**config.mk**
```make
export PLATFORM = sky130hd
export DESIGN_NAME = seven_seg_scan_decoder
export DESIGN_NICKNAME = d
export VERILOG_FILES = /design/src/rtl/seven_seg_scan_decoder.sv
export SDC_FILE = /design/constraint.sdc
export NUM_CORES = 1
export LEC_CHECK = 0
export ABC_AREA = 1
export BUFFER_PORTS_ARGS = -buffer_cell sky130_fd_sc_hd__clkbuf_2
export CAP_MARGIN = 20
export CORE_MARGIN = 10
export CORE_UTILIZATION = 60
export DETAILED_ROUTE_END_ITERATION = 10
export PLACE_DENSITY = 0.87
export SLEW_MARGIN = 20
export SYNTH_ARGS = -nofsm -noshare
export SYNTH_HDL_FRONTEND = slang
export SYNTH_SLANG_ARGS = --single-unit
```
**constraint.sdc**
```tcl
create_clock -name CLK100MHZ -period 7.9 [get_ports CLK100MHZ]
set_input_delay 1.58 -clock CLK100MHZ [delete_from_list [all_inputs] [get_ports CLK100MHZ]]
set_output_delay 1.58 -clock CLK100MHZ [all_outputs]
set_load 0.02 [all_outputs]
```
**src/rtl/seven_seg_scan_decoder.sv**
```systemverilog
// Sniffs a multiplexed active-low 8-digit seven-segment bus and recovers the hex
// value and decimal point shown on each digit once its pattern has settled.
module seven_seg_scan_decoder #(
    parameter int SETTLE_CYCLES = 16
) (
    input  logic        CLK100MHZ,
    input  logic        rst,
    input  logic [7:0]  AN,
    input  logic        CA,
    input  logic        CB,
    input  logic        CC,
    input  logic        CD,
    input  logic        CE,
    input  logic        CF,
    input  logic        CG,
    input  logic        DP,
    output logic [31:0] digits,
    output logic [7:0]  dp_out,
    output logic [7:0]  digit_valid,
    output logic        bad_pattern,
    output logic        multi_an_err,
    output logic        frame_done
);

    localparam int CW = $clog2(SETTLE_CYCLES + 1);
    localparam logic [CW-1:0] CNT_MAX = CW'(SETTLE_CYCLES);
    localparam logic [CW-1:0] CNT_PRE = CW'(SETTLE_CYCLES - 1);

    logic [15:0]   raw_s;
    logic [15:0]   sync1_r;
    logic [15:0]   sync2_r;
    logic [15:0]   prev_r;
    logic [CW-1:0] stable_cnt_r;
    logic [7:0]    seen_r;
    logic [7:0]    seen_next_s;
    logic [7:0]    seen_base_s;
    logic          capture_s;
    logic          cap_one_s;
    logic          cap_multi_s;
    logic [7:0]    an_s;
    logic          dp_s;
    logic [4:0]    dec_s;
    logic [3:0]    lows_s;
    logic [2:0]    idx_s;

    // Returns {legal, value} for an active-high segment pattern (bit0 = a).
    function automatic logic [4:0] hex_decode(input logic [6:0] p);
        case (p)
            7'h3F:   hex_decode = {1'b1, 4'h0};
            7'h06:   hex_decode = {1'b1, 4'h1};
            7'h5B:   hex_decode = {1'b1, 4'h2};
            7'h4F:   hex_decode = {1'b1, 4'h3};
            7'h66:   hex_decode = {1'b1, 4'h4};
            7'h6D:   hex_decode = {1'b1, 4'h5};
            7'h7D:   hex_decode = {1'b1, 4'h6};
            7'h07:   hex_decode = {1'b1, 4'h7};
            7'h7F:   hex_decode = {1'b1, 4'h8};
            7'h6F:   hex_decode = {1'b1, 4'h9};
            7'h77:   hex_decode = {1'b1, 4'hA};
            7'h7C:   hex_decode = {1'b1, 4'hB};
            7'h39:   hex_decode = {1'b1, 4'hC};
            7'h5E:   hex_decode = {1'b1, 4'hD};
            7'h79:   hex_decode = {1'b1, 4'hE};
            7'h71:   hex_decode = {1'b1, 4'hF};
            default: hex_decode = 5'b0_0000;
        endcase
    endfunction

    function automatic logic [3:0] low_count(input logic [7:0] an);
        logic [3:0] n;
        n = 4'd0;
        for (int i = 0; i < 8; i++) begin
            n = n + {3'b000, ~an[i]};
        end
        return n;
    endfunction

    function automatic logic [2:0] low_index(input logic [7:0] an);
        logic [2:0] k;
        k = 3'd0;
        for (int i = 7; i >= 0; i--) begin
            if (!an[i]) begin
                k = 3'(i);
            end else begin
                k = k;
            end
        end
        return k;
    endfunction

    // Vector layout {AN, DP, CG..CA} keeps segment a at bit 0.
    assign raw_s       = {AN, DP, CG, CF, CE, CD, CC, CB, CA};
    assign an_s        = sync2_r[15:8];
    assign dp_s        = sync2_r[7];
    assign dec_s       = hex_decode(~sync2_r[6:0]);
    assign lows_s      = low_count(an_s);
    assign idx_s       = low_index(an_s);
    assign capture_s   = (sync2_r == prev_r) && (stable_cnt_r == CNT_PRE);
    assign cap_one_s   = capture_s && (lows_s == 4'd1);
    assign cap_multi_s = capture_s && (lows_s >= 4'd2);

    // Frame bookkeeping: a full seen set clears, but a same-cycle capture re-marks its digit.
    always_comb begin
        seen_base_s = seen_r;
        seen_next_s = seen_r;
        if (seen_r == 8'hFF) begin
            seen_base_s = 8'h00;
        end else begin
            seen_base_s = seen_r;
        end
        if (cap_one_s) begin
            seen_next_s = seen_base_s | (8'h01 << idx_s);
        end else begin
            seen_next_s = seen_base_s;
        end
    end

    // Input synchronizer and stability counter.
    always_ff @(posedge CLK100MHZ or posedge rst) begin
        if (rst) begin
            sync1_r      <= 16'hFFFF;
            sync2_r      <= 16'hFFFF;
            prev_r       <= 16'hFFFF;
            stable_cnt_r <= '0;
        end else begin
            sync1_r <= raw_s;
            sync2_r <= sync1_r;
            prev_r  <= sync2_r;
            if (sync2_r != prev_r) begin
                stable_cnt_r <= '0;
            end else if (stable_cnt_r != CNT_MAX) begin
                stable_cnt_r <= stable_cnt_r + CW'(1);
            end else begin
                stable_cnt_r <= stable_cnt_r;
            end
        end
    end

    // Per-digit capture and error pulses.
    always_ff @(posedge CLK100MHZ or posedge rst) begin
        if (rst) begin
            digits       <= 32'h0000_0000;
            dp_out       <= 8'h00;
            digit_valid  <= 8'h00;
            bad_pattern  <= 1'b0;
            multi_an_err <= 1'b0;
        end else begin
            bad_pattern  <= 1'b0;
            multi_an_err <= 1'b0;
            if (cap_one_s) begin
                if (dec_s[4]) begin
                    digits[{idx_s, 2'b00} +: 4] <= dec_s[3:0];
                    dp_out[idx_s]               <= ~dp_s;
                    digit_valid[idx_s]          <= 1'b1;
                end else begin
                    digit_valid[idx_s] <= 1'b0;
                    bad_pattern        <= 1'b1;
                end
            end else if (cap_multi_s) begin
                multi_an_err <= 1'b1;
            end else begin
                multi_an_err <= 1'b0;
            end
        end
    end

    // Frame completion tracking.
    always_ff @(posedge CLK100MHZ or posedge rst) begin
        if (rst) begin
            seen_r     <= 8'h00;
            frame_done <= 1'b0;
        end else begin
            seen_r     <= seen_next_s;
            frame_done <= (seen_r == 8'hFF);
        end
    end

endmodule

```
==> out/metrics.csv <==
metric,value,unit
Worst path most repeated cell,fa_1,
FF-to-FF setup slack,3.04,ns
placed instance count,784,
Max Cap Viol,0,
Setup crit start kind,flop,
Clock Path Buffers,2,
cts repair resizes,0,
Static Leakage,3.081,nW
core area,8593,um2
share of layout cells above drive strength 1,21.82,%
period utilization,61.54,%
via/cell ratio,5.366,
synthesized instance count,622,
Via Count,4293,
# diodes,0,
Area contributors post-synth,"dfrtp_1, dfstp_2, nand2_1, nor2_1, nand3_1",
Pre-antenna DRT Iters,5,
slowest CP cell,nor2_4,
Root Buffer,clkbuf_8,
Die Y,113.4,um
post-synthesis area per instance,8.412,um2
input/output buffers,68,
crit-path cells,"fa_1, inv_1, fa_1, fa_1, ha_1, inv_1, fa_1, o21a_1, nand3_1, inv_1, nand4_1, nor2_4, nand2_1, nand2_1, nand2_1",
Setup Buffers After CTS,0,
"most common cell after layout, fill and taps aside",nand2_1,
CP max stage delay,0.81,ns
mux cell area share after synthesis,0,%
Synth Area in Simple Gates,30.61,%
Synth Warn #,0,
"Reg clk slew, reported paths",0.10,ns
Tot GR Track Use,17.95,%
most frequent cells in the layout,"nand2_1, nor2_1, clkbuf_2, dfrtp_1, inv_1",
DP HPWL,8366,um
Reg2Reg Depth,15,
Post-Synth Adder-Cell Area,4.400,%
Cell variety after synth,29,
reg-to-reg critical path startpoint,sync2_r[9],
gp weighted congestion,0.9014,
Crit path arrival time,5.12,ns
DR WL/cell,14.30,um
vias in the first global route,4314,
total CTS buffers,9,
Worst Skew,0.01227,ns
initial antenna violation count,0,
Post-Syn Area,5233,um2
Synthesized Nets,656,
largest family of logic cells by synthesized area,simple AND/OR/NAND/NOR gates,
H-tree depth,3,
largest net degree at the start of global routing,80,
Fmax,205.7,MHz
kind of critical path,reg -> reg,
Chip Width,113.4,um
CTS Hold Bufs,0,
TritonCTS clock tree,done,
"FF+latch count, synth",112,
I/O pins,69,
Slew headroom,37.73,%
RSZ-0062 raised after global routing,false,
remaining antenna violation count,0,
XOR/XNOR Fraction of Synth Area,1.841,%
Worst-Margin Slew,0.9341,ns
Setup-failing EPs final,0,
Area Overhead vs Synth,11.33,%
Routed WL,11440,um
element type at the critical path end,flop,
Initial DRC Count,353,
PwrDens,178.2,nW/um2
clk sink count,112,
TNS Setup,0,ns
CP startpoint,sync2_r[9],
Worst Path Required,8.16,ns
Setup crit end,digits[27],
row count,34,
post-synthesis compound-gate area fraction,2.511,%
Hold Path Class,reg -> reg,
global-route wire length before repair,19370,um
die area,12860,um2
"Max FO, Critical Path",39,
status,completed,
Final Hold Fails,0,
Reg-to-Reg End,digits[27],
largest area contributor in the netlist,dfrtp_1,
final net count,721,
maximum vdd ir drop,0.00008955,V
clock latency on the worst-skew pair,0.37,ns
fin. max-slew vios,0,
Starting Density,60.89,%
Synth top area share,30.61,%
gr ovfl total,0,
"Seq/Total Area, Yosys",54.71,%
DRC Markers,0,
crit path time final,4.861,ns
Layout Cells excl Fill,800,
## worst max-delay path, delay by kind of cell, from the launching register on
kind                     cells  cell delay, ns
AO/OA/AOI/OAI                1            0.13
adder cells (fa/ha/maj)      5            2.01
buffers and inverters        3            0.22
flip-flops                   1            0.63
AND/OR/NAND/NOR              6            1.77
## layout make-up
class	count	area [um2]
timing repair buffer	69	347.8
multi-input combinational	434	2059
sequential	112	2863
clock buffer	11	151.4
inverter	61	231.5
tap	108	135.1
clock inverter	5	37.54
fill	696	2768
## Yosys cell counts
cell / instances
nand2_2: 1
nor2_2: 2
nand3_4: 1
nor3_1: 3
nand4_1: 28
inv_2: 10
o22ai_1: 1
o21a_1: 1
buf_2: 8
inv_1: 50
buf_6: 2
nor2_4: 2
a21oi_2: 1
nand2_1: 226
clkinv_1: 1
nor2_1: 82
nor4_1: 1
fa_1: 4
a21oi_1: 4
dfstp_2: 48
clkbuf_1: 4
dfrtp_1: 64
buf_1: 1
ha_1: 12
a22o_1: 1
a211oi_1: 2
nand3_1: 38
xor2_1: 11
o21ai_0: 13
## registers in the layout, summed over array words and instances, names as in the netlist, named ones only
register and count:
multi_an_err 1, prev_r 16, sync2_r 16, digits 32, frame_done 1, stable_cnt_r 5, dp_out 8, bad_pattern 1
sync1_r 16, seen_r 8
## cells by family after synthesis
logic type,count (synthesis)
and+or+nand+nor,384
DFF,112
buffers and inverters,76
AOI/OAI and AO/OA,23
adders and majority gates,16
xor gates and xnor gates,11
## layer usage
metal  global-route usage (%)  share of wire [%]  up-vias
li1                         -                  -     2072
met1                    21.79                 43     2043
met2                    30.45                 49      153
met3                    4.042                6.0       25
met4                    6.853                2.1        0
met5                        0                  0        -
## worst min-delay path by stage
stage	start	end	slack, ns	cells after the start
floorplan	sync1_r[0]	sync2_r[0]	0.35	0
global placement	sync1_r[6]	sync2_r[6]	0.35	0
detailed placement	sync1_r[5]	sync2_r[5]	0.35	0
CTS	sync1_r[6]	sync2_r[6]	0.36	0
global route	sync1_r[0]	sync2_r[0]	0.37	0
finish	sync1_r[4]	sync2_r[4]	0.36	0
## through the flow
step | worst slack [ns] | util [%] | power, mW | hold slack [ns] | cell area (um2)
finish | 3.039 | 67.79 | 1.038 | 0.3603 | 5826
global route | 2.700 | 67.79 | 1.083 | 0.3657 | 5826
CTS | 3.084 | 67.79 | 1.043 | 0.3610 | 5826
detailed placement | 3.098 | 65.59 | 0.7189 | 0.3468 | 5637
global placement | 3.343 | 65.59 | 0.7120 | 0.3456 | 5637
floorplan | 3.440 | - | 0.6918 | 0.3452 | 5233
## where the power goes
part | total [mW] | switching (mW) | internal [mW]
logic | 0.102 | 0.0719 | 0.0301
registers | 0.608 | 0.0117 | 0.596
clock network | 0.329 | 0.194 | 0.134
total | 1.04 | 0.278 | 0.760
Power figures use the tool's default switching activity.
